## config.mk

```make
export PLATFORM = sky130hd
export DESIGN_NAME = rs_alloc_tracker
export DESIGN_NICKNAME = d
export VERILOG_FILES = /design/src/rtl/rs_alloc_tracker_pkg.sv /design/src/rtl/rs_free_pe.sv /design/src/rtl/rs_alloc_tracker.sv
export SDC_FILE = /design/constraint.sdc
export NUM_CORES = 1
export LEC_CHECK = 0
export ABC_AREA = 1
export BUFFER_PORTS_ARGS = -buffer_cell sky130_fd_sc_hd__buf_2
export CAP_MARGIN = 5
export CORE_ASPECT_RATIO = 0.8
export CORE_UTILIZATION = 52
export CTS_CLUSTER_DIAMETER = 60
export CTS_CLUSTER_SIZE = 8
export DETAILED_ROUTE_END_ITERATION = 12
export GPL_ROUTABILITY_DRIVEN = 0
export MAX_ROUTING_LAYER = met4
export PLACE_DENSITY = 0.89
export SLEW_MARGIN = 20
export SYNTH_ARGS = -nofsm -noshare
export SYNTH_HDL_FRONTEND = slang
export SYNTH_SLANG_ARGS = --single-unit
```

## constraint.sdc

```tcl
create_clock -name clk_i -period 3.2 [get_ports clk_i]
set_clock_uncertainty 0.1 [all_clocks]
set_input_delay 0.48 -clock clk_i [delete_from_list [all_inputs] [get_ports clk_i]]
set_output_delay 0.48 -clock clk_i [all_outputs]
set_load 0.02 [all_outputs]
```

## src/rtl/rs_alloc_tracker_pkg.sv

```systemverilog
// Shared constants for reservation-station allocation: RS type codes, per-type entry counts,
// and the index-width helper used to size the trackers.
package rs_alloc_tracker_pkg;

    typedef enum logic [1:0] {
        RsAlu,
        RsBranch,
        RsMul,
        RsLdst
    } rs_type_e;

    localparam int unsigned ALU_ENT_NUM    = 8;
    localparam int unsigned BRANCH_ENT_NUM = 4;
    localparam int unsigned MUL_ENT_NUM    = 2;
    localparam int unsigned LDST_ENT_NUM   = 4;

    function automatic int unsigned ent_sel_of(input int unsigned ent_num);
        return $clog2(ent_num);
    endfunction

endpackage

```

## src/rtl/rs_free_pe.sv

```systemverilog
// Lowest-index priority encoder over a free-entry mask; valid is low when no entry is free.
module rs_free_pe
    import rs_alloc_tracker_pkg::*;
#(
    parameter int unsigned ENT_NUM = ALU_ENT_NUM,
    parameter int unsigned ENT_SEL = ent_sel_of(ENT_NUM)
) (
    input  logic [ENT_NUM-1:0] free_mask,
    output logic [ENT_SEL-1:0] idx,
    output logic               valid
);

    // Scan downward so the lowest set bit is the last one written.
    always_comb begin
        idx   = '0;
        valid = 1'b0;
        for (int i = ENT_NUM - 1; i >= 0; i--) begin
            if (free_mask[i]) begin
                idx   = ENT_SEL'(i);
                valid = 1'b1;
            end
        end
    end

endmodule

```

## src/rtl/rs_alloc_tracker.sv

```systemverilog
// Reservation-station entry allocator: hands out up to two free entries per cycle and frees
// entries on issue or flush.
module rs_alloc_tracker
    import rs_alloc_tracker_pkg::*;
#(
    parameter int unsigned ENT_NUM = ALU_ENT_NUM,
    parameter int unsigned ENT_SEL = ent_sel_of(ENT_NUM)
) (
    input  logic               clk_i,
    input  logic               reset_i,
    input  logic               req1_i,
    input  logic               req2_i,
    input  logic [1:0]         reqnum_i,
    input  logic               stall_i,
    input  logic               flush_i,
    input  logic               issue_valid_i,
    input  logic [ENT_SEL-1:0] issue_addr_i,
    output logic               allocatable_o,
    output logic [ENT_SEL-1:0] alloc_ent1_o,
    output logic [ENT_SEL-1:0] alloc_ent2_o,
    output logic [ENT_SEL:0]   free_cnt_o,
    output logic [ENT_NUM-1:0] busy_vec_o
);

    localparam int unsigned CW = ENT_SEL + 1;

    logic [ENT_NUM-1:0] busy_q, busy_d;
    logic [CW-1:0]      cnt_q, cnt_d;
    logic [ENT_SEL-1:0] fe1, fe2;
    logic               fe1_valid, fe2_valid;
    logic [ENT_NUM-1:0] free_mask, free_mask2;
    logic               commit, release_ok;
    logic [CW-1:0]      n_alloc, n_rel;

    assign free_mask  = ~busy_q;
    assign free_mask2 = free_mask & ~(ENT_NUM'(1) << fe1);

    rs_free_pe #(.ENT_NUM(ENT_NUM), .ENT_SEL(ENT_SEL)) u_pe1 (
        .free_mask (free_mask),
        .idx       (fe1),
        .valid     (fe1_valid)
    );

    rs_free_pe #(.ENT_NUM(ENT_NUM), .ENT_SEL(ENT_SEL)) u_pe2 (
        .free_mask (free_mask2),
        .idx       (fe2),
        .valid     (fe2_valid)
    );

    assign alloc_ent1_o  = fe1;
    assign alloc_ent2_o  = req1_i ? fe2 : fe1;
    assign allocatable_o = (cnt_q >= CW'(reqnum_i));

    assign commit     = allocatable_o && !stall_i && !flush_i;
    // Issuing an idle entry is a protocol error; ignoring it keeps the count consistent.
    assign release_ok = issue_valid_i && !flush_i && busy_q[issue_addr_i];
    assign n_alloc    = commit ? (CW'(req1_i) + CW'(req2_i)) : '0;
    assign n_rel      = CW'(release_ok);

    always_comb begin
        busy_d = busy_q;
        cnt_d  = cnt_q - n_alloc + n_rel;
        if (commit && req1_i) busy_d[alloc_ent1_o] = 1'b1;
        if (commit && req2_i) busy_d[alloc_ent2_o] = 1'b1;
        if (release_ok)       busy_d[issue_addr_i] = 1'b0;
        if (flush_i) begin
            busy_d = '0;
            cnt_d  = CW'(ENT_NUM);
        end
    end

    always_ff @(posedge clk_i) begin
        if (reset_i) begin
            busy_q <= '0;
            cnt_q  <= CW'(ENT_NUM);
        end else begin
            busy_q <= busy_d;
            cnt_q  <= cnt_d;
        end
    end

    assign free_cnt_o = cnt_q;
    assign busy_vec_o = busy_q;

    a_issue_busy: assert property (@(posedge clk_i) disable iff (reset_i)
        (issue_valid_i && !flush_i) |-> busy_q[issue_addr_i]);

    a_reqnum: assert property (@(posedge clk_i) disable iff (reset_i)
        reqnum_i == ({1'b0, req1_i} + {1'b0, req2_i}));

    a_count: assert property (@(posedge clk_i) disable iff (reset_i)
        (int'(cnt_q) + $countones(busy_q)) == int'(ENT_NUM));

    a_fe_valid: assert property (@(posedge clk_i) disable iff (reset_i)
        commit |-> ((!req1_i && !req2_i) || fe1_valid) && (!(req1_i && req2_i) || fe2_valid));

endmodule

```

==> results.ini <==
[critical_path]
startpoint_type = flip-flop
worstPathRequired_ns = 3.27
cp_max_fo = 3
arrival_ns = 2.94
path_cells = inv_1, ha_1, inv_1, nand2_1, a21oi_1, o21ai_0, nand3_1, nor2_1, ha_1, inv_1, ha_1, nand2_1, nor2_1, a211oi_1, xor2_1, or2_2
r2r_cells = 16
crit_buf_inv = 3
slowest_stage = dfxtp_1
worst-path-stages = 16
critPathKind = reg2reg
crit_family = simple AND/OR/NAND/NOR gates
endpoint_kind = flip-flop
max_stage_delay_ns = 0.38

[timing]
min_period_ns = 2.87
setup_ws_ns = 0.331
fin_crit_sh_pct = 89.7
timing.hold.ws_ns = 0.429
slew_viol_final = 0
fin_tns_setup_ns = 0
rsz0062_at_grt = false
hold_violations = 0
max_freq_mhz = 349
setup-violations-final = 0
slew_headroom_pct = 65.6
worstMarginPinSlew_ns = 0.514

[clock_tree]
cts_sinks = 12
cts-root-buf = clkbuf_4
cts_buffers = 3
clk_latency_ns = 0.28
cts_resized = 0
cts_setup_buffers = 0
cts_hold_buf = 0
h-tree-depth = 1
clockBufferDepth = 2
clk_pin_slew_worst_paths_ns = 0.08
cts_tree = done

[routing]
drt_wl_total_mm = 2.94
drtPass1Iterations = 5
avgViaCountPerCell = 5.19
via_count = 1277
route.detailed.drc = 0
postRouteAntennaNets = 0
drtIter0Drc = 57
wl_per_cell_um = 12.0

[floorplan]
io_pins = 31
die_y_um = 44.4
row_count = 14
start_util_pct = 58.5
core_sq_um = 2000
die_w_um = 55.0
die-area_sq_um = 2440

[placement]
dp_slack_ns = 0.187
io_buffers = 30
hpwl_mm = 2.39

[synth]
synth_warnings = 0
netlist.area_leader.share_pct = 20.6
synth-seq-cells = 12
netlist_area_sq_um = 1170
syn_area_per_cell_sq_um = 6.21
synthCells = 188
ys_seq_area_share_pct = 20.6
synthDistinctLibCells = 28
synth_top_area_cell = dfxtp_1
synth_nets = 211
yosys-top-cells-area = dfxtp_1 (21%), inv_1 (13%), nand2_1 (13%)

[final_layout]
nFillCells = 196
antenna_cells = 0
multi_input_area_sq_um = 766
finalCoreUtilization_pct = 69.3
nets = 246
layout-drive-gt1-share_pct = 21.2
layout_common_cells = inv_1 (40), nand2_1 (40), buf_2 (30), nor2_1 (25), dfxtp_1 (12)
area_growth_pct = 18.5
seqCellArea_sq_um = 240

[run_status]
status = complete, no violations

[power]
cellPowerDensity_nw_per_um2 = 272
peakVddDrop_uv = 212
leakage_nw = 0.684
power_w = 0.000377

[global_routing]
antenna_found_initial = 0
overflow = 0
grt_max_degree = 10
grt_first_pass_wirelength_mm = 4.61
grt_pass1_vias = 1115
grtUsageTotal_pct = 27.8

[worst_hold_path]
whs_path_depth = 3
min_path_type = in2reg

[run]
drv_cap = 0

-- sequential cells by signal, indices dropped and copies added, names as in the netlist --
| signal | cells |
|---|---|
| busy_vec_o | 8 |
| free_cnt_o | 4 |
-- synth_stat cells --
| cell | number |
|---|---|
| inv_1 | 40 |
| o21a_1 | 1 |
| nand2_1 | 40 |
| nand2_2 | 4 |
| nand3b_1 | 2 |
| o21ai_0 | 9 |
| o22ai_1 | 3 |
| a21oi_2 | 1 |
| o21ai_4 | 1 |
| nor2_4 | 1 |
| o21ai_2 | 1 |
| nor2_1 | 25 |
| nand3_1 | 7 |
| nand3_2 | 2 |
| fa_1 | 1 |
| o211ai_1 | 1 |
| o21bai_2 | 1 |
| o31ai_1 | 6 |
| xor2_1 | 2 |
| ha_1 | 10 |
| a21oi_1 | 8 |
| or2_2 | 1 |
| a211oi_1 | 1 |
| clkinv_1 | 2 |
| inv_2 | 1 |
| nor3_1 | 1 |
| dfxtp_1 | 12 |
| nand4_1 | 4 |
-- through the flow --
stage / cell area (sq um) / std cells
after floorplan: 1170 / 188
after global placement: 1350 / 242
after detailed placement: 1350 / 242
after CTS: 1380 / 246
after global routing: 1380 / 246
final: 1380 / 246
-- kinds of logic after synthesis --
logic type      count (synthesis)  synth area share (%)
fa+ha+maj                      11                  12.4
xor+xnor                        2                  1.50
buf+inv                        43                  13.8
simple gates                   87                  33.1
flops                          12                  20.6
compound gates                 33                  18.5
-- power by group --
group | internal [W] | total (W) | switching, W
logic | 0.0000349 | 0.0000947 | 0.0000598
registers | 0.000154 | 0.000158 | 0.00000392
clock network | 0.0000693 | 0.000124 | 0.0000550
-- routing by layer --
layer / routed length, um / track usage (%)
met5: 0 / -
met4: 49 / 6.00
met3: 308 / 7.56
met2: 1260 / 41.4
met1: 1320 / 37.4
-- worst reg2reg max path, cell delays in order (launching register included) --
cell and delay, ns:
dfxtp_1 0.38, inv_1 0.06, ha_1 0.26, inv_1 0.04
nand2_1 0.04, a21oi_1 0.05, o21ai_0 0.31, nand3_1 0.19
nor2_1 0.13, ha_1 0.19, inv_1 0.06, ha_1 0.26
nand2_1 0.06, nor2_1 0.04, a211oi_1 0.21, xor2_1 0.10
or2_2 0.27
-- cell type report --
type,instances,share of cell area (%)
repair buffers,30,10.8
clock buffers,4,2.62
flip-flops and latches,12,17.4
multi-input cells,133,55.3
inverters,43,11.7
well taps,24,2.17
-- path summary, 6_finish.rpt --
check	startpoint	end	slack, ns
setup / recovery	free_cnt_o[0]	free_cnt_o[3]	0.33
hold / removal	issue_addr_i[0]	busy_vec_o[0]	0.43
setup reg to reg	free_cnt_o[0]	free_cnt_o[3]	0.33
hold reg to reg	busy_vec_o[2]	busy_vec_o[2]	0.53
Power figures use the tool's default switching activity.
